--- src/rtl/iob_bus_arbiter.sv ---
// -----------------------------------------------------------------------------
// iob_bus_arbiter
//
// Merges two IOb native requesters onto a single IOb memory port. Port 0 is
// the CPU data bus and port 1 is the CPU instruction bus. Only one transaction
// is outstanding at a time. Reads return their data to the port that issued
// them.
//
// Parameters
//   ADDR_W   address width of all ports
//   DATA_W   data width; strobe width is DATA_W/8
//   RR       1 = round-robin between the ports, 0 = port 0 always wins
//
// Ports
//   clk_i, rst_i, cke_i             clock, sync active-high reset, clock enable
//   m0_* / m1_*                     requester ports (avalid/addr/wdata/wstrb in,
//                                   rdata/rvalid/ready out)
//   s_*                             shared memory port (avalid/addr/wdata/wstrb
//                                   out, rdata/rvalid/ready in)
// -----------------------------------------------------------------------------
module iob_bus_arbiter #(
    parameter int ADDR_W = 32,
    parameter int DATA_W = 32,
    parameter int RR     = 1
) (
    input  logic                clk_i,
    input  logic                rst_i,
    input  logic                cke_i,

    input  logic                m0_avalid_i,
    input  logic [ADDR_W-1:0]   m0_addr_i,
    input  logic [DATA_W-1:0]   m0_wdata_i,
    input  logic [DATA_W/8-1:0] m0_wstrb_i,
    output logic [DATA_W-1:0]   m0_rdata_o,
    output logic                m0_rvalid_o,
    output logic                m0_ready_o,

    input  logic                m1_avalid_i,
    input  logic [ADDR_W-1:0]   m1_addr_i,
    input  logic [DATA_W-1:0]   m1_wdata_i,
    input  logic [DATA_W/8-1:0] m1_wstrb_i,
    output logic [DATA_W-1:0]   m1_rdata_o,
    output logic                m1_rvalid_o,
    output logic                m1_ready_o,

    output logic                s_avalid_o,
    output logic [ADDR_W-1:0]   s_addr_o,
    output logic [DATA_W-1:0]   s_wdata_o,
    output logic [DATA_W/8-1:0] s_wstrb_o,
    input  logic [DATA_W-1:0]   s_rdata_i,
    input  logic                s_rvalid_i,
    input  logic                s_ready_i
);

    typedef enum logic [1:0] {
        IDLE   = 2'd0,
        HOLD   = 2'd1,
        WAIT_R = 2'd2
    } state_t;

    state_t state_q, state_d;
    logic   owner_q, owner_d;
    logic   rrPtr_q, rrPtr_d;

    logic   sel;
    logic   selValid;
    logic   accept;
    logic   isRead;

    // State register. Reset wins over the clock enable so that an abandoned
    // transaction is always cleared; otherwise everything holds while cke_i is
    // low. rrPtr_q names the port that wins the next tie.
    always_ff @(posedge clk_i) begin
        if (rst_i) begin
            state_q <= IDLE;
            owner_q <= 1'b0;
            rrPtr_q <= 1'b0;
        end else if (cke_i) begin
            state_q <= state_d;
            owner_q <= owner_d;
            rrPtr_q <= rrPtr_d;
        end
    end

    // Next-state logic. The owner is latched whenever a request is forwarded
    // from IDLE, so HOLD and WAIT_R keep serving the same port. The tie-break
    // pointer moves to the other port only when a request is actually accepted,
    // so a stalled request never loses its turn.
    always_comb begin
        state_d = state_q;
        owner_d = owner_q;
        rrPtr_d = rrPtr_q;
        case (state_q)
            IDLE: begin
                if (s_avalid_o) begin
                    owner_d = sel;
                    if (accept) begin
                        rrPtr_d = ~sel;
                        if (isRead) begin
                            state_d = WAIT_R;
                        end
                    end else begin
                        state_d = HOLD;
                    end
                end
            end
            HOLD: begin
                if (accept) begin
                    rrPtr_d = ~sel;
                    state_d = isRead ? WAIT_R : IDLE;
                end
            end
            WAIT_R: begin
                if (s_rvalid_i) begin
                    state_d = IDLE;
                end
            end
            default: begin
                state_d = IDLE;
            end
        endcase
    end

    // Output logic. In IDLE the winner is picked combinationally and forwarded
    // with no added latency; outside IDLE the latched owner is forwarded so the
    // grant stays locked. With no request pending the mux rests on port 0.
    // Read data is broadcast, but rvalid only reaches the owner and only while
    // a read is actually outstanding, so stray or late rvalids are dropped.
    always_comb begin
        sel = 1'b0;
        if (state_q == IDLE) begin
            if (m0_avalid_i && m1_avalid_i) begin
                sel = (RR != 0) ? rrPtr_q : 1'b0;
            end else if (m1_avalid_i) begin
                sel = 1'b1;
            end
        end else begin
            sel = owner_q;
        end

        selValid    = sel ? m1_avalid_i : m0_avalid_i;
        s_addr_o    = sel ? m1_addr_i   : m0_addr_i;
        s_wdata_o   = sel ? m1_wdata_i  : m0_wdata_i;
        s_wstrb_o   = sel ? m1_wstrb_i  : m0_wstrb_i;
        s_avalid_o  = (state_q != WAIT_R) && selValid;

        accept      = s_avalid_o && s_ready_i;
        isRead      = (s_wstrb_o == '0);

        m0_ready_o  = accept && !sel;
        m1_ready_o  = accept && sel;

        m0_rdata_o  = s_rdata_i;
        m1_rdata_o  = s_rdata_i;
        m0_rvalid_o = (state_q == WAIT_R) && !owner_q && s_rvalid_i;
        m1_rvalid_o = (state_q == WAIT_R) && owner_q && s_rvalid_i;
    end

endmodule

--- config.mk ---
export PLATFORM = sky130hd
export DESIGN_NAME = iob_bus_arbiter
export DESIGN_NICKNAME = d
export VERILOG_FILES = /design/src/rtl/iob_bus_arbiter.sv
export SDC_FILE = /design/constraint.sdc
export NUM_CORES = 1
export LEC_CHECK = 0
export BUFFER_PORTS_ARGS = -buffer_cell sky130_fd_sc_hd__buf_4
export CORE_AREA = 5 5 118 120
export CTS_CLUSTER_DIAMETER = 60
export CTS_CLUSTER_SIZE = 16
export DETAILED_ROUTE_END_ITERATION = 16
export DIE_AREA = 0 0 123 125
export PLACE_DENSITY_LB_ADDON = 0.05
export SYNTH_ARGS = -nofsm -noshare
export SYNTH_HDL_FRONTEND = slang
export SYNTH_SLANG_ARGS = --single-unit
--- constraint.sdc ---
create_clock -name clk_i -period 2.1 [get_ports clk_i]
set_input_delay 0 -clock clk_i [delete_from_list [all_inputs] [get_ports clk_i]]
set_output_delay 0 -clock clk_i [all_outputs]
set_load 0.02 [all_outputs]
==> flow_summary.toml, run 1 <==
[final_layout]
multi_input_area_um2 = 1231
seqCellArea_um2 = 80.08
n_antenna_cell = 0
fin_nets = 509
mostFrequentLayoutCells = "buf_4 (215), mux2_4 (65), nor2_1 (6)"
area_delta_synth_final_pct = 73.33
final_common_cell = "buf_4"
fillers = 1411
drive_gt1_share_pct = 87.65

[grt]
grt_pass1_wl_mm = 12.63
gr-usage-all-layers_pct = 10.91
antenna_found_initial = 0
overflow = 0
grt_max_degree = 38
first_global_vias = 1918

[clocking]
cts_made_buffers = 3
clock-sinks = 4
cts_setup_buffers = 0
clkTransAtPathRegs_ns = 0.03
cts_tree = "yes"
clock_latency_ns = 0.22
holdBufCountCts = 1
cts_root_buf = "clkbuf_16"
htreeDepth = 1
cts_resized = 0
clk_path_buf_depth = 2

[place]
place.gp.congestion = 0.7455
port_buffers = 215
dp_hpwl_mm = 8.359

[floorplanning]
die_x_um = 123
die_area_um2 = 15380
ios = 312
coreArea_um2 = 12870
start_util_pct = 14.72
placementRows = 42
die_h_um = 125

[worst_setup_path]
arrival_ns = 1.95
worst_ep_required_time_ns = 2.10
crit_chain = "or2_1 > o31a_2 > buf_12 > mux2_4 > buf_4"
crit_path_start_kind = "flip-flop"
worstSetupPathType = "reg2out"
critical-path-max-stage-delay_ns = 0.38
crit_path_end_kind = "output pin"
critPathSlowestCell = "o31a_2"
cp_max_fo = 37
crit_buf_inv = 2
crit_family = "compound AO/OA/AOI/OAI gates"

[drt]
vias_per_cell = 3.614
firstDrtPassIters = 5
num_vias = 1836
postRouteWirelength_mm = 9.358
drtIter0Drc = 63
avgRoutedWirePerCell_um = 18.42
ant_nets = 0
remaining_drc_errors = 0

[timing]
clock_skew_ns = 0.001713
finalSetupTns_ns = 0
min_period_over_period_pct = 92.65
final.min_clock_period_ns = 1.946
hold_viol = 0
hold_slack_ns = 0.000009712
max_freq_ghz = 0.5140
setup_violations = 0
rsz0062_at_grt = "no"
tightest_slew_ns = 0.4968
max-slew-margin-rel_pct = 66.68
slew_viol_final = 0

[flow_run]
max_cap_viol_count = 0

[yosys]
syn-cell-area_um2 = 1896
syn_inst = 183
synth.avg_cell_area_um2 = 10.36
syn-num-nets = 358
yosys_warnings = 0
seq_area_frac_synth_pct = 4.224
ys_types = 25
ys_ff_latch = 4

[power]
peakVddDrop_uv = 447.6
power_per_cell_area_nw_per_um2 = 398.5
p_leak_uw = 0.001824

[hold_path]
hp-class = "in2out"

[status]
status = "finished clean"
[where the power goes]
part	switching (uW)	internal [uW]	total, uW
sequential	4.19	80.2	84.4
combinational	390	539	929
clock	52.4	243	296
[cells by family after synthesis]
group                  Yosys count  share of synthesized area [%]
flip-flops                       4                          4.225
buffers and inverters           76                          30.89
AND/OR/NAND/NOR                 21                          5.875
multiplexers                    71                          54.92
AO/OA/AOI/OAI                   11                          4.093
[layout make-up]
cell class	count	area share, %
multi-input cells	103	37.47
inverters	4	0.4570
clock buffers	3	2.285
repair buffers	218	50.65
well taps	176	6.702
flip-flops and latches	4	2.437
[Yosys cell counts, drive strengths merged]
cell | n | share of area [%]
buf | 72 | 30
mux2 | 69 | 54
nor2 | 6 | 1.2
dfxtp | 4 | 4.2
inv | 4 | 0.79
o21ai | 4 | 1.1
nor2b | 3 | 0.99
a21oi | 2 | 0.53
and3 | 2 | 0.66
mux2i | 2 | 1.1
nand2 | 2 | 0.40
nor4 | 2 | 0.66
a2111o | 1 | 0.59
a211oi | 1 | 0.40
nand2b | 1 | 0.33
nand4 | 1 | 0.33
nor3 | 1 | 0.26
o221a | 1 | 0.59
o31a | 1 | 0.46
o32ai | 1 | 0.46
or2 | 1 | 0.33
or3 | 1 | 0.33
or4 | 1 | 0.40
[per-stage QoR]
step	power (uW)	cell area (um^2)	util, %	instances	setup slack (ns)
after detailed placement	1026	3201	24.86	504	0.3468
after global routing	1381	3286	25.52	508	0.08513
after floorplan	762.5	1896	-	183	0.5820
final	1309	3286	25.52	508	0.1544
after global placement	1035	3201	24.86	504	0.3850
after CTS	1333	3286	25.52	508	0.1449
[path summary, 6_finish.rpt]
kind	endpoint	startpoint	cells past startpoint	slack [ns]
hold reg to reg	rrPtr_q$_SDFFE_PP0P_	rrPtr_q$_SDFFE_PP0P_	2	0.49
hold / removal	m0_rdata_o[15]	s_rdata_i[15]	0	0.00001
setup / recovery	s_wdata_o[14]	state_q[1]$_SDFFE_PP0P_	5	0.15
setup reg to reg	state_q[1]$_SDFFE_PP0P_	state_q[1]$_SDFFE_PP0P_	5	0.41
[metal layers]
metal	vias up	share of wire, %	GRT usage (%)
li1	874	-	-
met1	836	38	12.22
met2	106	49	19.46
met3	20	13	4.110
met4	0	0.77	2.476
met5	-	0	0
[sequential cells by signal, summed over array words and instances, names as in the netlist]
signal,flops
rrPtr_q,1
state_q,2
owner_q,1
(Power assumes the default switching activity.)
==> run 2, diff against run 1 <==
==> constraint.sdc (replaced) <==
create_clock -name clk_i -period 2.1 [get_ports clk_i]
set_input_delay 0 -clock clk_i [delete_from_list [all_inputs] [get_ports clk_i]]
set_output_delay 0 -clock clk_i [all_outputs]
set_load 0.005 [all_outputs]
==> run 2 against run 1 <==
  * Utilization is 0.097 points lower
  * Clock skew about the same
  * Maximum frequency down 2.0%
  * Global-route usage rose by 0.52 points
  * Count of clock-buffer cells in the layout did not move
  * Cell count is the same
  * Combinational power shrank 17%
  * Wire length grew 3.6%
  * Via count down 1.1%
==> flow_summary.toml, run 2 (same netlist as run 1, synthesis figures left out) <==
[place]
place_area_um2 = 3188
place.gp.congestion = 0.7964
dp_hpwl_mm = 8.680
port_buffers = 215

[worst_setup_path]
worst_ep_required_time_ns = 2.10
crit_family = "buffers and inverters"
cp_max_fo = 24
worstSetupPathType = "reg2out"
crit_buf_inv = 2
crit_chain = "or2_1 > o31a_2 > buf_4 > mux2_4 > buf_4"
arrival_ns = 1.98
crit_path_start_kind = "flip-flop"
critPathSlowestCell = "o31a_2"
crit_path_end_kind = "output pin"
path_common_cell = "buf_4"
critical-path-max-stage-delay_ns = 0.36

[final_layout]
largest_register_ffs = 2
mostFrequentLayoutCells = "buf_4 (216), mux2_4 (65), nor2_1 (6)"
final_common_cell = "buf_4"
area_delta_synth_final_pct = 72.67
top_register = "state_q"
fin_nets = 509
fin_area_um2 = 3273
drive_gt1_share_pct = 87.65
fillers = 1441
largestRegisters = "state_q x2, owner_q x1, rrPtr_q x1"
n_antenna_cell = 0

[timing]
min_period_over_period_pct = 94.51
setup_violations = 0
rsz0062_at_grt = "no"
final.min_clock_period_ns = 1.985
clock_skew_ns = 0.001463
hold_viol = 0
tightest_slew_ns = 0.4294
slew_viol_final = 0
max_freq_ghz = 0.5039
max-slew-margin-rel_pct = 71.37
finalSetupTns_ns = 0

[drt]
drtIter0Drc = 51
num_vias = 1815
avgRoutedWirePerCell_um = 19.09
ant_nets = 0
remaining_drc_errors = 0
firstDrtPassIters = 4
postRouteWirelength_mm = 9.697
vias_per_cell = 3.573

[status]
status = "finished clean"

[clocking]
cts_made_buffers = 3
cts_tree = "yes"
clkTransAtPathRegs_ns = 0.03
clk_path_buf_depth = 2
clock_latency_ns = 0.22
clock-sinks = 4
cts_setup_buffers = 0
htreeDepth = 1
cts_root_buf = "clkbuf_16"

[grt]
grt_pass1_wl_mm = 13.08
grt_max_degree = 50
first_global_vias = 1903
antenna_found_initial = 2
overflow = 0
gr-usage-all-layers_pct = 11.43

[floorplanning]
die_h_um = 125
start_util_pct = 14.72
coreArea_um2 = 12870
die_area_um2 = 15380
die_x_um = 123
ios = 312
placementRows = 42

[power]
power_per_cell_area_nw_per_um2 = 352.9
p_leak_uw = 0.001818
peakVddDrop_uv = 303.5

[hold_path]
hp-class = "in2out"

[flow_run]
max_cap_viol_count = 0
==> run 2: area by class of cell <==
| cell class | instances | area, um^2 | share of cell area, % |
|---|---|---|---|
| repair buffers | 218 | 1652 | 50.46 |
| clock buffers | 3 | 75.07 | 2.294 |
| flip-flops and latches | 4 | 80.08 | 2.446 |
| inverters | 4 | 15.01 | 0.4587 |
| well taps | 176 | 220.2 | 6.728 |
| multi-input cells | 103 | 1231 | 37.61 |
==> run 2: per-stage QoR <==
| stage | total power (uW) | hold slack [ns] | util [%] | setup WS (ns) | std cells |
|---|---|---|---|---|---|
| after detailed placement | 869.0 | 0.00005166 | 24.76 | 0.3481 | 504 |
| after CTS | 1171 | 0.00005166 | 25.42 | 0.1131 | 508 |
| final | 1155 | 0.000002485 | 25.42 | 0.1153 | 508 |
| after global routing | 1220 | 0.00001195 | 25.42 | 0.03921 | 508 |
| after floorplan | 525.3 | 0.06907 | - | 0.6199 | 183 |
| after global placement | 880.8 | 0.00005166 | 24.76 | 0.3672 | 504 |
==> run 2: worst register-to-register path, cell delays in order, from the launching register on <==
cell	delay, ns
dfxtp_1	0.35
or2_1	0.27
o31a_2	0.36
buf_4	0.28
mux2i_1	0.23
o32ai_1	0.11
==> run 2: final timing paths <==
check / from / slack, ns / endpoint / cells after the start
hold reg to reg: rrPtr_q$_SDFFE_PP0P_ / 0.49 / rrPtr_q$_SDFFE_PP0P_ / 2
setup / recovery: state_q[1]$_SDFFE_PP0P_ / 0.12 / s_addr_o[10] / 5
setup reg to reg: state_q[1]$_SDFFE_PP0P_ / 0.37 / state_q[1]$_SDFFE_PP0P_ / 5
hold / removal: s_rdata_i[15] / 0.000002 / m0_rdata_o[15] / 0
==> run 2: what timing repair did <==
action,4_1_cts,5_1_grt
hold buffers,1,0
hold endpoints to repair,2,0
gates resized for setup,0,0
==> run 2: power by group <==
part | total (uW) | internal (uW) | leakage (uW) | switching [uW]
clock | 298 | 243 | 0.0000370 | 54.5
combinational | 773 | 528 | 0.00175 | 245
sequential | 84.2 | 80.2 | 0.0000326 | 3.98
total | 1160 | 852 | 0.00182 | 303
==> run 2: per-layer routing <==
layer	wire, um	global-route usage (%)
met5	21	0
met4	99	2.476
met3	1527	6.007
met2	4705	20.23
met1	3343	11.94
==> run 3, diff against run 2 <==
- clock period: 2.1 -> 2.6 ns (I/O delays scaled with it)
==> run 3 against run 2 <==
  * Critical path type unchanged
  * Clock skew hardly changed
  * Utilization is 0.097 points higher
  * Register-to-register slack better by 0.37 ns
==> flow_summary.toml, run 3 (same netlist as run 1, synthesis figures left out) <==
[status]
status = "finished clean"

[place]
port_buffers = 215
dp_hpwl_mm = 8.749
place.gp.congestion = 0.7744
dp_slack_ns = 0.6712

[final_layout]
mostFrequentLayoutCells = "buf_4 (215), mux2_4 (65), nor2_1 (6)"
largestRegisters = "state_q x2, owner_q x1, rrPtr_q x1"
largest_register_ffs = 2
area_delta_synth_final_pct = 73.33
fin_nets = 509
drive_gt1_share_pct = 87.65
n_antenna_cell = 0
final_common_cell = "buf_4"
top_register = "state_q"
final_util_pct = 25.52

[drt]
wl_met3_mm = 1.496
firstDrtPassIters = 4
dr_wl_met2_mm = 4.604
wl_met1_mm = 3.540
avgRoutedWirePerCell_um = 19.16
remaining_drc_errors = 0
drtIter0Drc = 58
top_layer = "met5"
vias_per_cell = 3.604
ant_nets = 0
num_vias = 1831
postRouteWirelength_mm = 9.733

[worst_setup_path]
crit_path_start_kind = "flip-flop"
rr_startpoint = "state_q[0]$_SDFFE_PP0P_"
critical-path-max-stage-delay_ns = 0.50
startpoint = "state_q[0]$_SDFFE_PP0P_"
worstSetupPathType = "reg2out"
crit_buf_inv = 2
cp-endpoint = "s_addr_o[31]"
worst_ep_required_time_ns = 2.60
ff2ff_setup_slack_ns = 0.74
arrival_ns = 2.15
cp_max_fo = 32
r2r_end = "owner_q$_SDFFE_PP0P_"
crit_family = "compound AO/OA/AOI/OAI gates"
critical_path_depth = 5
reg2reg_depth = 5
critPathSlowestCell = "o31a_2"
crit_path_end_kind = "output pin"
crit_chain = "or2_1 > o31a_2 > buf_12 > mux2_2 > buf_4"

[timing]
final.min_clock_period_ns = 2.154
slew_viol_final = 0
hold_slack_ns = 0.000002485
setup_violations = 0
max-slew-margin-rel_pct = 64.66
max_freq_ghz = 0.4642
tightest_slew_ns = 0.5301
hold_viol = 0
rsz0062_at_grt = "no"
worst_slack_ns = 0.4457
min_period_over_period_pct = 82.86
finalSetupTns_ns = 0
clock_skew_ns = 0.001193

[grt]
overflow = 0
grt_pass1_wl_mm = 12.89
first_global_vias = 1880
grt_max_degree = 33
gr-usage-all-layers_pct = 11.22
antenna_found_initial = 2

[power]
p_clk_share_pct = 25.4
power_per_cell_area_nw_per_um2 = 284.2
peakVddDrop_uv = 434.9
p_int_uw = 690.6
seq_power_share_pct = 7.3
totalPowerFinal_uw = 933.7
p_leak_uw = 0.001824
power.switching_uw = 243.1
swShare_pct = 26.03
comb_power_share_pct = 67.3

[floorplanning]
start_util_pct = 14.72
die_x_um = 123
die_area_um2 = 15380
die_h_um = 125
coreArea_um2 = 12870
placementRows = 42
ios = 312

[clocking]
clkTransAtPathRegs_ns = 0.03
htreeDepth = 1
clock_latency_ns = 0.22
cts_resized = 0
cts_tree = "yes"
cts_root_buf = "clkbuf_16"
cts_made_buffers = 3
clock-sinks = 4
clk_path_buf_depth = 2

[hold_path]
holdPathStages = 0
hp-class = "in2out"

[flow_run]
max_cap_viol_count = 0
## run 3: cell types whose count changed in the layout (fill, tap and decap cells not counted)
cell    change
buf_4       -1
buf_12      +1
## run 3: power by group through the flow
stage               clock [uW]  sequential, uW  combinational, uW
finish                     237            68.1                629
floorplan                    0            67.9                356
CTS                        241            68.1                641
global route               245            68.5                674
global placement             0            69.1                646
detailed placement           0            69.0                639
## run 3: worst min-delay path by stage
stage / start / to / slack, ns
finish: s_rdata_i[15] / m0_rdata_o[15] / 0.000002
global route: s_rdata_i[15] / m0_rdata_o[15] / 0.00001
CTS: s_rdata_i[4] / m0_rdata_o[4] / 0.00005
detailed placement: s_rdata_i[4] / m0_rdata_o[4] / 0.00005
global placement: s_rdata_i[4] / m0_rdata_o[4] / 0.00005
floorplan: rst_i / rrPtr_q$_SDFFE_PP0P_ / 0.07
## run 3: final cells by class
type                       count  area (um^2)
fill                        1401         9589
timing repair buffer         218         1664
multi-input combinational    103         1231
tap                          176        220.2
sequential                     4        80.08
clock buffer                   3        75.07
inverter                       4        15.01
## run 3: layer usage
layer  track usage, %  vias up
li1                 -      874
met1            12.63      820
met2            19.27      109
met3            5.601       24
met4            1.889        4
met5                0        -
## run 3: what timing repair did
| item | in CTS | in global routing |
|---|---|---|
| endpoints found under the hold margin | 2 | 0 |
| setup buffers | 0 | 0 |
| hold buffers | 1 | 0 |
## run 3: worst reg2reg max path, delay by kind of cell (launching register included)
family / cells / cell delay (ns)
AO/OA/AOI/OAI: 1 / 0.50
flip-flops: 1 / 0.41
buffers and inverters: 1 / 0.32
multiplexers: 1 / 0.26
AND/OR/NAND/NOR: 2 / 0.25
## run 3: stage by stage
stage,instance area [um^2],std cells
final,3286,508
after global routing,3286,508
after CTS,3286,508
after detailed placement,3201,504
after global placement,3201,504
after floorplan,1896,183
